File: src/rtl/multicycle_ctrl_pkg.sv
// Shared types for the multi-cycle RV32I controller.
// Optional trap on unknown opcodes: ILLEGAL_TRAP_EN.
package multicycle_ctrl_pkg;

  localparam logic [6:0] OP_LOAD   = 7'b0000011;
  localparam logic [6:0] OP_STORE  = 7'b0100011;
  localparam logic [6:0] OP_OP     = 7'b0110011;
  localparam logic [6:0] OP_IMM    = 7'b0010011;
  localparam logic [6:0] OP_LUI    = 7'b0110111;
  localparam logic [6:0] OP_AUIPC  = 7'b0010111;
  localparam logic [6:0] OP_JAL    = 7'b1101111;
  localparam logic [6:0] OP_JALR   = 7'b1100111;
  localparam logic [6:0] OP_BRANCH = 7'b1100011;
  localparam logic [6:0] OP_FENCE  = 7'b0001111;
  localparam logic [6:0] OP_SYSTEM = 7'b1110011;

  typedef enum logic [3:0] {
    S_RESET,
    S_FETCH,
    S_DECODE,
    S_MEM_ADR,
    S_MEM_RD,
    S_MEM_WB,
    S_MEM_WR,
    S_EXEC_R,
    S_EXEC_I,
    S_EXEC_LUI,
    S_ALU_WB,
    S_JALR_ADR,
    S_JUMP,
    S_BRANCH,
    S_TRAP
  } ctrl_state_t;

  typedef enum logic [1:0] {
    SRCA_PC    = 2'd0,
    SRCA_OLDPC = 2'd1,
    SRCA_RS1   = 2'd2
  } alu_src_a_t;

  typedef enum logic [1:0] {
    SRCB_RS2  = 2'd0,
    SRCB_IMM  = 2'd1,
    SRCB_FOUR = 2'd2
  } alu_src_b_t;

  typedef enum logic [1:0] {
    ALU_ADD   = 2'd0,
    ALU_SUB   = 2'd1,
    ALU_FUNCT = 2'd2,
    ALU_PASSB = 2'd3
  } alu_op_t;

  typedef enum logic [1:0] {
    RES_ALUOUT  = 2'd0,
    RES_MEMDATA = 2'd1,
    RES_ALU     = 2'd2
  } result_src_t;

endpackage

File: src/rtl/ctrl_next_state.sv
// Next-state and opcode decode for the multi-cycle controller.
// Unknown opcodes trap when ILLEGAL_TRAP_EN is defined.
module ctrl_next_state
  import multicycle_ctrl_pkg::*;
(
  input  ctrl_state_t state_i,
  input  logic [6:0]  op_i,
  input  logic        mem_ready_i,
  output ctrl_state_t state_o
);

  ctrl_state_t dec_d;

  always_comb begin
    dec_d = S_FETCH;
    unique case (op_i)
      OP_LOAD,
      OP_STORE:  dec_d = S_MEM_ADR;
      OP_OP:     dec_d = S_EXEC_R;
      OP_IMM:    dec_d = S_EXEC_I;
      OP_LUI:    dec_d = S_EXEC_LUI;
      OP_AUIPC:  dec_d = S_ALU_WB;
      OP_JAL:    dec_d = S_JUMP;
      OP_JALR:   dec_d = S_JALR_ADR;
      OP_BRANCH: dec_d = S_BRANCH;
      OP_FENCE,
      OP_SYSTEM: dec_d = S_FETCH;
`ifdef ILLEGAL_TRAP_EN
      default:   dec_d = S_TRAP;
`else
      default:   dec_d = S_FETCH;
`endif
    endcase
  end

  always_comb begin
    state_o = state_i;
    unique case (state_i)
      S_RESET:    state_o = S_FETCH;
      S_FETCH:    state_o = mem_ready_i ? S_DECODE
                                        : S_FETCH;
      S_DECODE:   state_o = dec_d;
      S_MEM_ADR:  state_o = (op_i == OP_STORE) ? S_MEM_WR
                                               : S_MEM_RD;
      S_MEM_RD:   state_o = mem_ready_i ? S_MEM_WB
                                        : S_MEM_RD;
      S_MEM_WB:   state_o = S_FETCH;
      S_MEM_WR:   state_o = mem_ready_i ? S_FETCH
                                        : S_MEM_WR;
      S_EXEC_R,
      S_EXEC_I,
      S_EXEC_LUI: state_o = S_ALU_WB;
      S_ALU_WB:   state_o = S_FETCH;
      S_JALR_ADR: state_o = S_JUMP;
      S_JUMP:     state_o = S_ALU_WB;
      S_BRANCH:   state_o = S_FETCH;
      S_TRAP:     state_o = S_TRAP;
      default:    state_o = S_RESET;
    endcase
  end

endmodule

File: src/rtl/multicycle_ctrl.sv
// Moore control FSM for the shared multi-cycle RV32I datapath.
// Define ILLEGAL_TRAP_EN to add the illegal output and TRAP state.
module multicycle_ctrl
  import multicycle_ctrl_pkg::*;
#(
  parameter int CNT_W = 32
) (
  input  logic             clk,
  input  logic             rst,
  input  logic [6:0]       op,
  input  logic             branch_taken,
  input  logic             mem_ready,
  output logic             mem_req,
  output logic             mem_we,
  output logic             adr_src,
  output logic             ir_write,
  output logic             pc_write,
  output logic             reg_write,
  output logic [1:0]       alu_src_a,
  output logic [1:0]       alu_src_b,
  output logic [1:0]       alu_op,
  output logic [1:0]       result_src,
  output logic [CNT_W-1:0] instret
`ifdef ILLEGAL_TRAP_EN
  ,
  output logic             illegal
`endif
);

  ctrl_state_t state_q, state_d;
  logic [CNT_W-1:0] instret_q, instret_d;
  logic retire;

  alu_src_a_t  a_sel;
  alu_src_b_t  b_sel;
  alu_op_t     aop;
  result_src_t rsel;
  logic        trap;

  ctrl_next_state u_ns (
    .state_i     (state_q),
    .op_i        (op),
    .mem_ready_i (mem_ready),
    .state_o     (state_d)
  );

  // Staying in FETCH while stalled is not a retirement.
  assign retire = (state_d == S_FETCH) &&
                  (state_q != S_FETCH) &&
                  (state_q != S_RESET);

  assign instret_d = retire ? instret_q + CNT_W'(1)
                            : instret_q;

  always_ff @(posedge clk or posedge rst) begin
    if (rst) begin
      state_q   <= S_RESET;
      instret_q <= '0;
    end else begin
      state_q   <= state_d;
      instret_q <= instret_d;
    end
  end

  always_comb begin
    mem_req   = 1'b0;
    mem_we    = 1'b0;
    adr_src   = 1'b0;
    ir_write  = 1'b0;
    pc_write  = 1'b0;
    reg_write = 1'b0;
    a_sel     = SRCA_PC;
    b_sel     = SRCB_RS2;
    aop       = ALU_ADD;
    rsel      = RES_ALUOUT;
    trap      = 1'b0;
    unique case (state_q)
      S_FETCH: begin
        mem_req  = 1'b1;
        b_sel    = SRCB_FOUR;
        rsel     = RES_ALU;
        ir_write = mem_ready;
        pc_write = mem_ready;
      end
      S_DECODE: begin
        a_sel = SRCA_OLDPC;
        b_sel = SRCB_IMM;
      end
      S_MEM_ADR,
      S_JALR_ADR: begin
        a_sel = SRCA_RS1;
        b_sel = SRCB_IMM;
      end
      S_MEM_RD: begin
        mem_req = 1'b1;
        adr_src = 1'b1;
      end
      S_MEM_WB: begin
        reg_write = 1'b1;
        rsel      = RES_MEMDATA;
      end
      S_MEM_WR: begin
        mem_req = 1'b1;
        mem_we  = 1'b1;
        adr_src = 1'b1;
      end
      S_EXEC_R: begin
        a_sel = SRCA_RS1;
        aop   = ALU_FUNCT;
      end
      S_EXEC_I: begin
        a_sel = SRCA_RS1;
        b_sel = SRCB_IMM;
        aop   = ALU_FUNCT;
      end
      S_EXEC_LUI: begin
        b_sel = SRCB_IMM;
        aop   = ALU_PASSB;
      end
      S_ALU_WB: reg_write = 1'b1;
      // PC takes the target from ALUOut while the ALU forms old_pc+4.
      S_JUMP: begin
        pc_write = 1'b1;
        a_sel    = SRCA_OLDPC;
        b_sel    = SRCB_FOUR;
      end
      S_BRANCH: begin
        a_sel    = SRCA_RS1;
        aop      = ALU_SUB;
        pc_write = branch_taken;
      end
      S_TRAP:  trap = 1'b1;
      default: ;
    endcase
  end

  assign alu_src_a  = a_sel;
  assign alu_src_b  = b_sel;
  assign alu_op     = aop;
  assign result_src = rsel;
  assign instret    = instret_q;

`ifdef ILLEGAL_TRAP_EN
  assign illegal = trap;
`else
  logic unused_trap;
  assign unused_trap = trap;
`endif

endmodule

File: config.mk
export PLATFORM = sky130hd
export DESIGN_NAME = multicycle_ctrl
export DESIGN_NICKNAME = d
export VERILOG_FILES = /design/src/rtl/multicycle_ctrl_pkg.sv /design/src/rtl/ctrl_next_state.sv /design/src/rtl/multicycle_ctrl.sv
export SDC_FILE = /design/constraint.sdc
export NUM_CORES = 1
export LEC_CHECK = 0
export BUFFER_PORTS_ARGS = -buffer_cell sky130_fd_sc_hd__clkbuf_2
export CORE_MARGIN = 2
export CORE_UTILIZATION = 30
export CTS_CLUSTER_DIAMETER = 60
export DETAILED_ROUTE_END_ITERATION = 12
export GPL_TIMING_DRIVEN = 0
export SKIP_LAST_GASP = 1
export SYNTH_ARGS = -nofsm -noshare
export SYNTH_HDL_FRONTEND = slang
export SYNTH_SLANG_ARGS = --single-unit
File: constraint.sdc
create_clock -name clk -period 2.3 [get_ports clk]
set_input_delay 0.115 -clock clk [delete_from_list [all_inputs] [get_ports clk]]
set_output_delay 0.115 -clock clk [all_outputs]
set_load 0.03 [all_outputs]
Word level (Yosys, flattened, before mapping):

Cells that the tools add are included.

* register bits: 36
* latch bits: 0
* bits in writable memories: 0
* bits in read-only memories: 0
* input bits: 11
* output and inout bits: 46
* logic and storage cells: 59
* memories: 0

* add/sub/neg operators: 1
* $mul: 0
* div/mod/pow operators: 0
* magnitude comparators: 0
* equal/unequal tests: 25
* shift operators: 0
* multiplexer cells: 16
* bitwise logic cells: 0
* reduce and logical (&&, ||, !) cells: 15

Operators by type and width (number)
* one-hot mux 4 bit (9 select lines): 1
* adder 32 x 1 -> 32 bit, second input constant: 1
* one-hot mux 4 bit (8 select lines): 1
* == test 4 bit, second input constant: 7
* == test 7 x 6 -> 1 bit, second input constant: 3
* == test 7 bit, second input constant: 3
* == test 4 x 3 -> 1 bit, second input constant: 4
* == test 7 x 5 -> 1 bit, second input constant: 2
* one-hot mux 2 bit (2 select lines): 3
* OR reduction 2 bit: 6
* OR reduction 5 bit: 2
* == test 4 x 1 -> 1 bit, second input constant: 2
* == test 4 x 2 -> 1 bit, second input constant: 2
* OR reduction 4 bit: 2
* == test 7 x 2 -> 1 bit, second input constant: 1
* two-way mux 1 bit: 6
* one-hot mux 2 bit (3 select lines): 1
* zero test 4 bit: 1
* two-way mux 2 bit: 2
* != test 4 x 1 -> 1 bit, second input constant: 1
* nonzero test 4 bit: 1
* two-way mux 3 bit: 1
* one-hot mux 1 bit (3 select lines): 1
* OR reduction 3 bit: 1
* logical AND 1 bit: 2

Logic depth before layout (Yosys ltp):

* depth in word-level cells: 7
* gate-level depth with buffers: 9
* gate-level depth less buffers: 7

Hierarchy:

Synthesis repeated with hierarchy kept, for this count alone.

* cells, all modules: 233
* area total of the unflattened synthesis: 2138.3 sq um

Modules (own cells, without submodules)
* multicycle_ctrl: instances 1, cells an instance 181, area an instance 1786.7 sq um, sequential area each 900.9 sq um
* ctrl_next_state: instances 1, cells an instance 52, area an instance 351.6 sq um, sequential area each 0.0 sq um

Worst setup path before layout:

Ideal clock, no wire load.

* path kind: register to register
* from: register instret_q[0] (netlist: instret[0])
* to: register instret_q[30] (netlist: instret[30])
* library setup time: 0.080 ns
* arrival time: 1.976 ns
* required time: 2.220 ns
* setup slack: 0.244 ns
* cell stages (with the launch flop): 7
* path buffers: 0
* clock period less this slack: 2.056 ns
* cells stage by stage: dfrtp_1 -> ha_1 -> and3_1 -> nand4_1 -> or3_4 -> nor4_1 -> xor2_1

* cells in the longest elaborated chain, start to end: 1

RTL lines
* start, declared: RTL line multicycle_ctrl.sv:31 `logic [CNT_W-1:0] instret_q, instret_d;`
* start signal, assigned: RTL line multicycle_ctrl.sv:61 `instret_q <= instret_d;`
* adder 32 x 1 -> 32 bit: RTL line multicycle_ctrl.sv:52 `assign instret_d = retire ? instret_q + CNT_W'(1)`

No other way between the ends.
A chain may end at the register's enable or synchronous reset.

Final worst setup path:

* from: register state_q[3]
* to: register instret_q[1] (netlist: instret[1])

* cells in the longest elaborated chain, start to end: 6
* elaborated cells on any way between the ends: 23
* classes of those cells: eq/ne (16); mux (1); reduce/logical (6)

RTL lines
* start, declared: RTL line multicycle_ctrl.sv:30 `ctrl_state_t state_q, state_d;`
* start signal, assigned: RTL line multicycle_ctrl.sv:60 `state_q <= state_d;`
* == test 4 x 3 -> 1 bit (tied with other cells): RTL line ctrl_next_state.sv:38 `unique case (state_i)`
* OR reduction 4 bit (no source line)
* one-hot mux 4 bit (9 select lines) (*): RTL line ctrl_next_state.sv:38
* via state_d[3]: RTL line multicycle_ctrl.sv:30
* == test 4 x 1 -> 1 bit (*): RTL line multicycle_ctrl.sv:48 `assign retire = (state_d == S_FETCH) &&`
* logical AND 1 bit (*): RTL line multicycle_ctrl.sv:48
* logical AND 1 bit (*): RTL line multicycle_ctrl.sv:49 `(state_q != S_FETCH) &&`

Mark *: on every way through the listed nets, which the timed path passes. The rest lies on a longest branch.

==> reports/results.tsv <==
stage	metric	value	unit
routing	Vias/cell	4.77	
floorplan	io pins	57	
clock_tree	Max clock buf depth	2	
outcome	status	completed	
timing	max-slew violation count	0	
layout	fin nets	308	
timing	period utilization	0.957	
timing	final-report setup violation count	0	
place	IO buf count	56	
timing	Max Clock Skew	0.00806	ns
global_routing	first-pass GRT wire length	8.79	mm
flow_run	Maximum Capacitance Violations	0	
worst_setup_path	R2R depth	8	
pwr	VDD IR max	0.607	mV
routing	WL/cell	13.1	um
clock_tree	Clock Pin Slew Worst Setup and Hold Paths	0.07	ns
clock_tree	worst-skew pair later-pin latency	0.29	ns
pwr	leak pwr	1.44	nW
floorplan	num rows	31	
clock_tree	Num Clock Sinks	36	
timing	Slew HR	0.497	
timing	Fmax	0.454	GHz
global_routing	number of global-route vias before repair	1794	
logic_synthesis	FF+latch count, synth	36	
worst_setup_path	Crit path max-delay family	simple AND/OR/NAND/NOR gates	
place	Final GP Congestion	0.790	
global_routing	GRT Residual Overflow	0	
logic_synthesis	number of synthesized flops with an enable pin	0	
floorplan	die area	8360	um^2
layout	P&R area growth vs syn	22.9	%
logic_synthesis	Post-synth ARST share	1.00	
logic_synthesis	Post-Syn Area	2290	um^2
logic_synthesis	Area contributors post-synth	dfrtp_1, xor2_1, nor4_4	
layout	ratio of cells with drive above 1 in the final layout	0.340	
floorplan	starting density of the core	0.313	
worst_setup_path	Max stage delay on crit path	0.36	ns
clock_tree	Clock Tree Root	clkbuf_8	
routing	1st-iter DRT viols	74	
routing	total number of vias	1890	
worst_setup_path	Req. time, crit path	2.47	ns
timing	WHS	0.194	ns
logic_synthesis	Syn Inst Count	231	
logic_synthesis	post-synth top area cell	dfrtp_1	
logic_synthesis	top cells by count, synth	dfrtp_1, xor2_1, nand2_1	
place	post-DP HPWL	3.80	mm
routing	Post-Route WL	5.19	mm
logic_synthesis	post-synth cell types	56	
logic_synthesis	most frequent cell after synthesis	dfrtp_1	
floorplan	Die Ht	91.4	um
worst_hold_path	Hold Crit Class	input pin to flop	
layout	Inserted Diodes	0	
clock_tree	clock tree from TritonCTS	yes	
timing	Final Hold Vio Count	0	
worst_setup_path	CP Depth	8	
worst_setup_path	WS Path Type	flop to flop	
worst_setup_path	crit path max fanout	10	
global_routing	largest net degree at the start of global routing	37	
worst_setup_path	Worst setup EP type	flop	
timing	RSZ-0062 raised after global routing	true	
logic_synthesis	Post-Syn Nets	243	
worst_setup_path	WP data arrival	2.37	ns
routing	Final ANT Viol Nets	0	
logic_synthesis	Post-synth top flop	dfrtp_1	
routing	number of remaining DRC errors	0	
global_routing	initial antenna violation count	0	
pwr	power density cells	950	nW/um^2
worst_setup_path	Buf/Inv on CP	2	
timing	PnR worst setup slack	0.0987	ns
worst_setup_path	Startpoint Class	flop	
logic_synthesis	yosys warns	0	
place	Post-Place Worst Slack	-0.00477	ns
floorplan	core area	7330	um^2
floorplan	Die Wd	91.4	um
worst_setup_path	critical path's slowest cell	dfrtp_1	
worst_setup_path	worst-path cell chain	buf_2, nor4b_4, nand3_1, o21bai_1, o211ai_1, nand4bb_4, buf_6, mux2_1	
routing	detailed-router iteration count before antenna repair	4	
logic_synthesis	top-area cell type share of the netlist area	0.393	
timing	Tmin final	2.20	ns
logic_synthesis	Avg Inst Size Synth	9.92	um^2
timing	slew at the pin closest to its max-slew limit	0.754	ns
worst_hold_path	Hold Crit Depth	3	
global_routing	All-Layer GR Usage	0.128	
clock_tree	Num CTS Buffers	5	
logic_synthesis	sequential area share after synthesis	0.393	
clock_tree	H-tree levels	2	
-- layer usage --
layer	up-vias	routed length (um)	global-route usage
met5	-	0	0
met4	0	41	0.0265
met3	5	348	0.0448
met2	53	2240	0.192
met1	889	2560	0.178
li1	943	-	-
-- state kept, by name, summed over array words and instances, names as in the netlist --
signal	flops
instret	32
state_q	4
-- logic make-up after synthesis --
group | after synthesis | share of synthesized area
simple gates | 107 | 0.320
xor+xnor | 33 | 0.126
compound gates | 30 | 0.0972
fa+ha+maj | 1 | 0.00546
buf+inv | 23 | 0.0529
mux | 1 | 0.00491
flops | 36 | 0.393
-- path summary, 6_finish.rpt --
kind                                              start                 endpoint  slack [ns]
worst max-delay path               state_q[3]$_DFF_PP0_   instret[1]$_DFFE_PP0P_         0.1
worst min-delay path                              op[0]     state_q[2]$_DFF_PP0_        0.19
worst max register to register     state_q[3]$_DFF_PP0_   instret[1]$_DFFE_PP0P_         0.1
worst min register to register  instret[31]$_DFFE_PP0P_  instret[31]$_DFFE_PP0P_        0.47
max in group asynchronous                           rst     state_q[1]$_DFF_PP0_        1.28
min in group asynchronous                           rst  instret[28]$_DFFE_PP0P_        0.50
-- layout make-up --
cell class	count	area, um^2
inverter	12	45.0
clock buffer	8	90.1
buffer	11	80.1
multi-input combinational	172	1280
sequential	36	902
tap	99	124
timing repair buffer	58	298
fill	764	4510
-- tightest hold or removal path: cells and delay by family --
kind | cells | cell delay (ns)
buffers and inverters | 1 | 0.09
and+or+nand+nor | 1 | 0.10
AOI/OAI and AO/OA | 1 | 0.12
-- power by group --
part | total, W | internal (W) | switching, W
registers | 0.000821 | 0.000715 | 0.000106
clock network | 0.000461 | 0.000244 | 0.000217
logic | 0.00139 | 0.000473 | 0.000922
-- placed cells by master (no fill, tap or decap), types with 3 or more instances in the layout --
| master | count |
|---|---|
| xnor2_1 | 7 |
| nand3_1 | 8 |
| a21oi_1 | 7 |
| clkbuf_8 | 6 |
| dfrtp_1 | 35 |
| inv_1 | 10 |
| nor3_2 | 3 |
| buf_2 | 4 |
| xor2_1 | 26 |
| buf_6 | 3 |
| buf_4 | 4 |
| nand4_1 | 8 |
| nor4_4 | 6 |
| o211ai_1 | 3 |
| clkbuf_2 | 56 |
| nor2_1 | 19 |
| nor4_2 | 3 |
| and3_1 | 4 |
| nor3_1 | 13 |
| nand2_1 | 20 |
| nor2b_1 | 4 |
-- timing repair --
action,4_1_cts,5_1_grt
hold endpoints to repair,36,0
cloned,0,0
buffers inserted,0,1
endpoints found under the setup margin,1,3
resized for setup,1,2
hold buffers,1,0
-- through the flow --
step | util | cells | TNS (ns) | power [W] | instance area [um^2]
final | 0.384 | 396 | 0 | 0.00268 | 2820
after global routing | 0.384 | 396 | -0.0292 | 0.00286 | 2820
after CTS | 0.383 | 395 | 0 | 0.00270 | 2810
after detailed placement | 0.368 | 386 | -0.00477 | 0.00221 | 2700
after global placement | 0.368 | 386 | 0 | 0.00219 | 2700
after floorplan | - | 231 | 0 | 0.00187 | 2290
Power figures use the tool's default switching activity.
